<file path="src/rtl/probe_led_sequencer.sv">
// Latches one probe word and shows it on 4 LEDs, LSB nibble first, then a blank gap.
// Capture to first nibble takes 1 cycle. The block accepts a word only in IDLE, and offers refused while busy are counted.
module probe_led_sequencer #(
  parameter int DATA_WIDTH   = 32,
  parameter int DWELL_CYCLES = 25000000,
  parameter int DROP_WIDTH   = 8
) (
  input  logic                  clk,
  input  logic                  reset,
  input  logic                  sample_valid,
  input  logic [DATA_WIDTH-1:0] sample_data,
  output logic                  sample_ready,
  output logic [3:0]            led_nibble,
  output logic                  led_frame,
  output logic                  busy,
  output logic [DROP_WIDTH-1:0] drop_count
);

  localparam int NIBBLES = DATA_WIDTH / 4;
  localparam int IW      = $clog2(NIBBLES);
  localparam int DW      = $clog2(DWELL_CYCLES);

  localparam logic [IW-1:0] IDX_LAST   = IW'(NIBBLES - 1);
  localparam logic [DW-1:0] DWELL_LAST = DW'(DWELL_CYCLES - 1);

  typedef enum logic [1:0] {
    S_IDLE,
    S_SHOW,
    S_GAP
  } state_t;

  state_t                state;
  logic [DATA_WIDTH-1:0] word;
  logic [IW-1:0]         idx;
  logic [IW-1:0]         idx_inc;
  logic [DW-1:0]         dwell;
  logic                  dwell_done;
  logic                  drop_sat;

  assign idx_inc    = idx + 1'b1;
  assign dwell_done = (dwell == DWELL_LAST);
  assign drop_sat   = &drop_count;

  // Outputs are loaded alongside the state change, so the LEDs always reflect the current state.
  always_ff @(posedge clk or negedge reset) begin
    if (!reset) begin
      state        <= S_IDLE;
      word         <= '0;
      idx          <= '0;
      dwell        <= '0;
      sample_ready <= 1'b1;
      led_nibble   <= 4'h0;
      led_frame    <= 1'b0;
      busy         <= 1'b0;
      drop_count   <= '0;
    end else begin
      if (sample_valid && !sample_ready && !drop_sat) begin
        drop_count <= drop_count + 1'b1;
      end

      case (state)
        S_IDLE: begin
          if (sample_valid && sample_ready) begin
            word         <= sample_data;
            idx          <= '0;
            dwell        <= '0;
            state        <= S_SHOW;
            sample_ready <= 1'b0;
            busy         <= 1'b1;
            led_nibble   <= sample_data[3:0];
            led_frame    <= 1'b1;
          end
        end

        S_SHOW: begin
          if (dwell_done) begin
            dwell     <= '0;
            led_frame <= 1'b0;
            if (idx == IDX_LAST) begin
              state      <= S_GAP;
              led_nibble <= 4'h0;
            end else begin
              idx        <= idx_inc;
              led_nibble <= word[{idx_inc, 2'b00} +: 4];
            end
          end else begin
            dwell <= dwell + 1'b1;
          end
        end

        S_GAP: begin
          if (dwell_done) begin
            dwell        <= '0;
            state        <= S_IDLE;
            busy         <= 1'b0;
            sample_ready <= 1'b1;
          end else begin
            dwell <= dwell + 1'b1;
          end
        end

        default: begin
          state        <= S_IDLE;
          dwell        <= '0;
          sample_ready <= 1'b1;
          busy         <= 1'b0;
          led_nibble   <= 4'h0;
          led_frame    <= 1'b0;
        end
      endcase
    end
  end

endmodule

</file>
<file path="config.mk">
export PLATFORM = sky130hd
export DESIGN_NAME = probe_led_sequencer
export DESIGN_NICKNAME = d
export VERILOG_FILES = /design/src/rtl/probe_led_sequencer.sv
export SDC_FILE = /design/constraint.sdc
export NUM_CORES = 1
export LEC_CHECK = 0
export CAP_MARGIN = 20
export CORE_MARGIN = 5
export CORE_UTILIZATION = 45
export DETAILED_ROUTE_END_ITERATION = 10
export GPL_TIMING_DRIVEN = 1
export PLACE_DENSITY = 0.72
export SETUP_SLACK_MARGIN = 0.3
export SLEW_MARGIN = 0
export SYNTH_ARGS = -nofsm -noshare
export SYNTH_HDL_FRONTEND = slang
export SYNTH_SLANG_ARGS = --single-unit
export TNS_END_PERCENT = 1
</file>
<file path="constraint.sdc">
create_clock -name clk -period 2.25 [get_ports clk]
set_input_delay 0.675 -clock clk [delete_from_list [all_inputs] [get_ports clk]]
set_output_delay 0.675 -clock clk [all_outputs]
set_load 0.05 [all_outputs]
</file>
==> reports/metrics.csv, run 1 <==
metric;value;unit
Setup crit end kind;output pin;
crit-path cells;dlygate4sd2_1;
die area;0.0107;sq mm
Setup WS pre-CTS;-0.128;ns
Design Area, Final;0.00498;sq mm
syn nets;388;
Power, Total;3.16;mW
CP arrival;1.27;ns
initial antenna violation count;0;
Pins Over Slew Limit;0;
CP max-delay cell;dlygate4sd2_1;
RSZ-0062 raised after global routing;true;
Seq/Total Area, Yosys;49.2;%
Die X;103;um
worst setup margin;0.300;ns
starting density of the core;45.6;%
Layout fillers;712;
PD cells;634;mW/mm^2
critical path class;flop to output pin;
Vias;3063;
leading cell types in the layout, fill and taps excluded;dfrtp_1 (71), mux2_2 (33), buf_4 (33), clkdlybuf4s50_1 (32), nand2_1 (26);
share of the synthesized area in the top cell type;48.5;%
Placed Area;0.00466;sq mm
Clk Latency, worst-skew pair;0.36;ns
aggregate routed wire length;8740;um
Clock Sinks;77;
Leak;2.34;nW
Hold Violations, Final;0;
row count;34;
Max Clk Rate;0.513;GHz
All-Layer GR Usage;17.8;%
Core ar.;0.00859;sq mm
number of global-route vias before repair;3097;
share of layout cells above drive strength 1;28.7;%
top cells by area, synth;dfrtp_1 (49%), mux2_2 (9.5%), mux4_2 (4.6%);
status;completed;
nature of the critical path startpoint;flop;
CP Buf/Inv Count;1;
clock transition at the registers of the reported paths;0.09;ns
Post-Syn Instances;345;
io pins;50;
critical path required time;1.57;ns
Inserted Diodes;0;
Async SR Flop Fraction;100;%
Syn Area/Cell;11.4;sq um
placed instance count;511;
vias per cell;5.75;
CTS root buf;clkbuf_8;
unique cell type count in the Yosys netlist;53;
Max transition margin;66.6;%
1st-pass router iterations;5;
commonest non-fill, non-tap cell in the layout;dfrtp_1;
DPL Wire Length;6130;um
maximum VDD drop;872;uV
Synth Area in XOR/XNOR;2.23;%
Synth Flop Type;dfrtp_1;
IO buf count;49;
Period minus WS final;1.95;ns
EDFF count, synth;0;
Hold WC Path Type;input port to asynchronous set/reset pin;
Die Ht;103;um
Seq cells post-synth;77;
Clock Skew;0.0112;ns
hold buffer count at cts;0;
pin count of the biggest net entering global routing;36;
Max-Cap Viols;0;
Post-Synthesis Cell Area;0.00392;sq mm
Syn-to-layout area delta;27.1;%
CTS max path bufs;2;
slew at the pin with the worst max-slew slack;0.504;ns
RePlAce Congestion;0.870;
number of CTS-inserted buffers;9;
Post-Synth Adder-Cell Area;2.55;%
Iteration-0 DRC Markers;147;
fin nets;463;
CP Max Fanout;2;
first-pass GRT wire length;15000;um
number of routed nets with antenna violations;0;
largest family of logic cells by synthesized area;simple AND/OR/NAND/NOR gates;
DRC viols;0;
Yosys Warn Count;0;
CP peak stage delay;0.54;ns
post-route insts no fill;533;
area occupied by multi-input gates;0.00195;sq mm
GR Overflow Total;0;
CTS tree;done;
Fin Setup TNS;0;ns
CP top delay family;buffers and inverters;
storage element area;0.00193;sq mm
wire per inst;16.4;um
Post-Synth Simple-Gate Area;15.8;%
post-synthesis mux area share;14.4;%
Setup-failing EPs final;0;
Synth Area in Compound Gates;12.9;%
Final Cycle Share;86.7;%
H-tree depth;3;
dominant cell type by area after synthesis;dfrtp_1;
==> routing by layer <==
layer / GRT usage (%) / vias up / routed length [um]
met5: 0 / - / 0
met4: 5.88 / 0 / 152
met3: 5.30 / 16 / 512
met2: 27.3 / 92 / 4120
met1: 24.4 / 1528 / 3960
li1: - / 1427 / -
==> area by class of cell <==
type                    count  share of cell area, %
clock buffers              11                   3.04
multi-input cells         239                   39.1
well taps                 108                   2.71
repair buffers             77                   13.9
clock inverters             5                   1.31
inverters                  16                   1.21
flip-flops and latches     77                   38.8
==> through the flow <==
| step | hold WS (ns) | util, % |
|---|---|---|
| after global routing | 0.218 | 58.0 |
| after floorplan | 0.379 | - |
| after CTS | 0.202 | 56.7 |
| final | 0.208 | 58.0 |
| after detailed placement | 0.473 | 54.3 |
| after global placement | 0.465 | 54.3 |
==> where the power goes <==
group | internal, mW | switching [mW]
Clock | 0.587 | 0.556
Combinational | 0.190 | 0.310
Sequential | 1.45 | 0.0697
Total | 2.22 | 0.935
==> state kept, by name, indices dropped and copies added, names as in the netlist, 2 cells and up <==
register / cells
dwell: 25
state: 2
drop_count: 8
led_nibble: 4
idx: 3
word: 32
==> Yosys cell counts, drive strengths merged, types with 2 or more instances <==
cell type   n
and2        2
or3         8
mux2       34
o31ai       3
o211ai      4
a22o        3
dfrtp      76
nor3        5
or4         3
nand3      14
nor2       11
o22ai       2
a31oi       6
inv        16
and3        8
buf         7
and4        3
clkbuf      6
nor4        3
xor2        4
xnor2       6
o21a        2
ha          8
nand2      28
mux4        8
a222oi      4
nand4      11
a21o        7
a21boi      3
o21ai      24
a21oi      15
==> path summary, 6_finish.rpt <==
kind	start	end	slack [ns]	cells past startpoint
min in group clk	drop_count[5]$_DFFE_PN0P_	drop_count[5]$_DFFE_PN0P_	0.48	1
setup reg to reg	dwell[0]$_DFFE_PN0N_	dwell[18]$_DFFE_PN0N_	0.32	7
hold / removal	reset	state[1]$_DFFE_PN0P_	0.21	1
hold reg to reg	drop_count[5]$_DFFE_PN0P_	drop_count[5]$_DFFE_PN0P_	0.48	1
max in group asynchronous	reset	dwell[6]$_DFFE_PN0N_	1.35	2
setup / recovery	led_nibble[0]$_DFFE_PN0P_	led_nibble[0]	0.30	1
==> what timing repair did <==
item                       in CTS  in global routing
pin swaps                       1                  2
setup buffers                   0                  6
resized for setup              13                 16
setup endpoints to repair      22                 40
hold endpoints to repair        0                  0
==> cells by family (layout without fill, tap and decap cells) <==
kind of cell    Yosys count  in the layout
compound gates           76             76
flops                    77             77
buf+inv                  29            109
mux                      42             42
simple gates            103            103
xor+xnor                 10             10
fa+ha+maj                 8              8
Power figures use the tool's default switching activity.
==> inputs of run 2 (changes only) <==
--- a/config.mk
+++ b/config.mk
@@ -5,7 +5,7 @@
 export SDC_FILE = /design/constraint.sdc
 export NUM_CORES = 1
 export LEC_CHECK = 0
-export CAP_MARGIN = 20
+export CAP_MARGIN = 40
 export CORE_MARGIN = 5
 export CORE_UTILIZATION = 45
 export DETAILED_ROUTE_END_ITERATION = 10
==> results of run 2 <==
No change in the layout: final DEF, timing and power equal those of run 1.
==> inputs of run 3 (changes only) <==
--- a/config.mk
+++ b/config.mk
@@ -12,6 +12,7 @@
 export GPL_TIMING_DRIVEN = 1
 export PLACE_DENSITY = 0.72
 export SETUP_SLACK_MARGIN = 0.3
+export SKIP_LAST_GASP = 1
 export SLEW_MARGIN = 0
 export SYNTH_ARGS = -nofsm -noshare
 export SYNTH_HDL_FRONTEND = slang
==> constraint.sdc (replaced) <==
create_clock -name clk -period 2.25 [get_ports clk]
set_input_delay 0.675 -clock clk [delete_from_list [all_inputs] [get_ports clk]]
set_output_delay 0.675 -clock clk [all_outputs]
set_load 0.005 [all_outputs]
==> run 3 against run 2 <==
Compared with the run above: first-iteration DRC count grew 1.4%; combinational power shrank 26%; via count shrank 1.4%; clock skew grew 0.0044 ns; critical path type unchanged; critical endpoint is now drop_count[7]; largest power group unchanged.
==> reports/metrics.csv, run 3 (same netlist as run 1, synthesis figures left out) <==
metric;value;unit;change
Max Clk Rate;0.515;GHz;+0.41%
sequential share of power;52.0;%;+4.0 points
pin count of the biggest net entering global routing;45;;+25%
number of routed nets with antenna violations;0;;unchanged
starting density of the core;45.6;%;unchanged
Setup WS pre-CTS;-0.0874;ns;+0.0407 ns
max reg flops;32;;unchanged
first-pass GRT wire length;14700;um;-1.8%
Max transition margin;61.1;%;-5.5 points
Pint;2.21;mW;-0.70%
top flop regs;word: 32 flops, dwell: 25 flops, drop_count: 8 flops;;
Worst setup startpoint;drop_count[7]$_DFFE_PN0P_;;
critical path required time;1.57;ns;about the same
leading cell types in the layout, fill and taps excluded;dfrtp_1 (74), clkdlybuf4s50_1 (46), mux2_2 (33), nand2_1 (27), buf_4 (26);;
CP max-delay cell;clkdlybuf4s50_1;;
io pins;50;;unchanged
CTS tree;done;;
Clock Sinks;77;;unchanged
RePlAce Congestion;0.881;;+1.2%
commonest non-fill, non-tap cell in the layout;dfrtp_1;;
Reg with most FFs;word;;
1st-pass router iterations;5;;unchanged
RSZ-0062 raised after global routing;true;;
R2R Path End;dwell[23]$_DFFE_PN0N_;;
Clk Latency, worst-skew pair;0.34;ns;-0.02 ns
Placed Area;0.00467;sq mm;+0.27%
Inserted Diodes;0;;unchanged
critical path class;flop to output pin;;
hold buffer count at cts;0;;unchanged
vias per cell;5.67;;-1.3%
Die Ht;103;um;unchanged
maximum VDD drop;448;uV;-49%
aggregate routed wire length;8580;um;-1.8%
Leak;2.30;nW;-1.7%
H-tree depth;3;;unchanged
CP top delay family;buffers and inverters;;
Max-Cap Viols;0;;unchanged
DPL Wire Length;6200;um;+1.1%
Period minus WS final;1.94;ns;-0.00796 ns
CTS max path bufs;2;;unchanged
Psw;0.686;mW;-27%
crit-path cells;clkdlybuf4s50_1;;
initial antenna violation count;0;;unchanged
Pins Over Slew Limit;0;;unchanged
CTS root buf;clkbuf_8;;
CP peak stage delay;0.52;ns;-0.02 ns
Clock Skew;0.0155;ns;+0.00436 ns
Hold Violations, Final;0;;unchanged
CP Buf/Inv Count;1;;unchanged
number of CTS-inserted buffers;9;;unchanged
Comb pwr share;12.7;%;-3.1 points
wire per inst;16.1;um;-1.6%
Clk network pwr share;35.3;%;-0.9 points
number of global-route vias before repair;3053;;-1.4%
CP Max Fanout;3;;+1
R2R depth;7;;unchanged
slew at the pin with the worst max-slew slack;0.584;ns;+0.0800 ns
IO buf count;49;;unchanged
sw frac;23.7;%;-5.9 points
Vias;3019;;-1.4%
PD cells;585;mW/mm^2;-7.8%
DRC viols;0;;unchanged
Fin Setup TNS;0;ns;unchanged
Syn-to-layout area delta;26.4;%;
Design Area, Final;0.00495;sq mm;-0.60%
nature of the critical path startpoint;flop;;
Setup crit end kind;output pin;;
Min Hold Slack;0.319;ns;+0.111 ns
worst setup margin;0.308;ns;+0.00796 ns
Setup-failing EPs final;0;;unchanged
clock transition at the registers of the reported paths;0.09;ns;about the same
Final Cycle Share;86.3;%;-0.35 points
Layout fillers;728;;+2.2%
fin nets;462;;-0.22%
All-Layer GR Usage;17.4;%;-0.40 points
Hold WC Path Type;input port to asynchronous set/reset pin;;
Iteration-0 DRC Markers;149;;+1.4%
status;completed;;
GR Overflow Total;0;;unchanged
Critical R2R Launch;dwell[0]$_DFFE_PN0N_;;
reg-to-reg slack, setup;0.34;ns;+0.02 ns
Die X;103;um;unchanged
Core ar.;0.00859;sq mm;unchanged
die area;0.0107;sq mm;unchanged
CP arrival;1.27;ns;about the same
row count;34;;unchanged
share of layout cells above drive strength 1;25.2;%;-3.5 points
run 3: changes by cell type in the layout (fill, tap and decap cells not counted), sizes merged:
cell	delta
buf	-7
clkdlybuf4s15	-3
clkdlybuf4s50	+14
clkinv	+3
inv	-3
dlygate4sd2	-6
dlymetal6s2s	+1
run 3: worst max path at each step:
stage	depth (start not counted)	endpoint
2_1_floorplan	9	dwell[18]$_DFFE_PN0N_
3_3_place_gp	6	dwell[17]$_DFFE_PN0N_
3_5_place_dp	6	dwell[17]$_DFFE_PN0N_
4_1_cts	7	dwell[11]$_DFFE_PN0N_
5_1_grt	7	dwell[3]$_DFFE_PN0N_
6_report	1	drop_count[7]
run 3: per-layer routing:
metal | track usage [%] | vias to the layer above | part of all wire [%]
met5 | 0 | - | 0
met4 | 6.08 | 0 | 0.90
met3 | 4.23 | 7 | 4.2
met2 | 27.8 | 63 | 50
met1 | 23.4 | 1511 | 45
li1 | - | 1438 | -
run 3: repair_timing:
action	4_1_cts	5_1_grt
gates cloned	0	0
resized for setup	1	12
pin swaps	0	2
setup buffers	1	4
setup endpoints to repair	22	45
run 3: cell type report:
class	instances	area (sq um)	area share, %
clock buffers	11	131	2.65
clock inverters	5	61.3	1.24
inverters	16	60.1	1.21
multi-input cells	239	1920	38.7
flip-flops and latches	77	1930	39.0
well taps	108	135	2.73
repair buffers	76	717	14.5
run 3: metrics by stage:
| stage | power (mW) | util, % | std cells |
|---|---|---|---|
| 2_1_floorplan | 1.63 | - | 345 |
| 3_3_place_gp | 1.86 | 54.4 | 511 |
| 3_5_place_dp | 1.87 | 54.4 | 511 |
| 4_1_cts | 2.90 | 56.7 | 528 |
| 5_1_grt | 3.02 | 57.6 | 532 |
| 6_report | 2.90 | 57.6 | 532 |
run 3: power by group through the flow:
stage	registers [mW]	clock network, mW	logic (mW)
after floorplan	1.53	0	0.0963
after global placement	1.53	0	0.327
after detailed placement	1.54	0	0.331
after CTS	1.51	1.06	0.332
after global routing	1.52	1.11	0.402
final	1.51	1.02	0.369
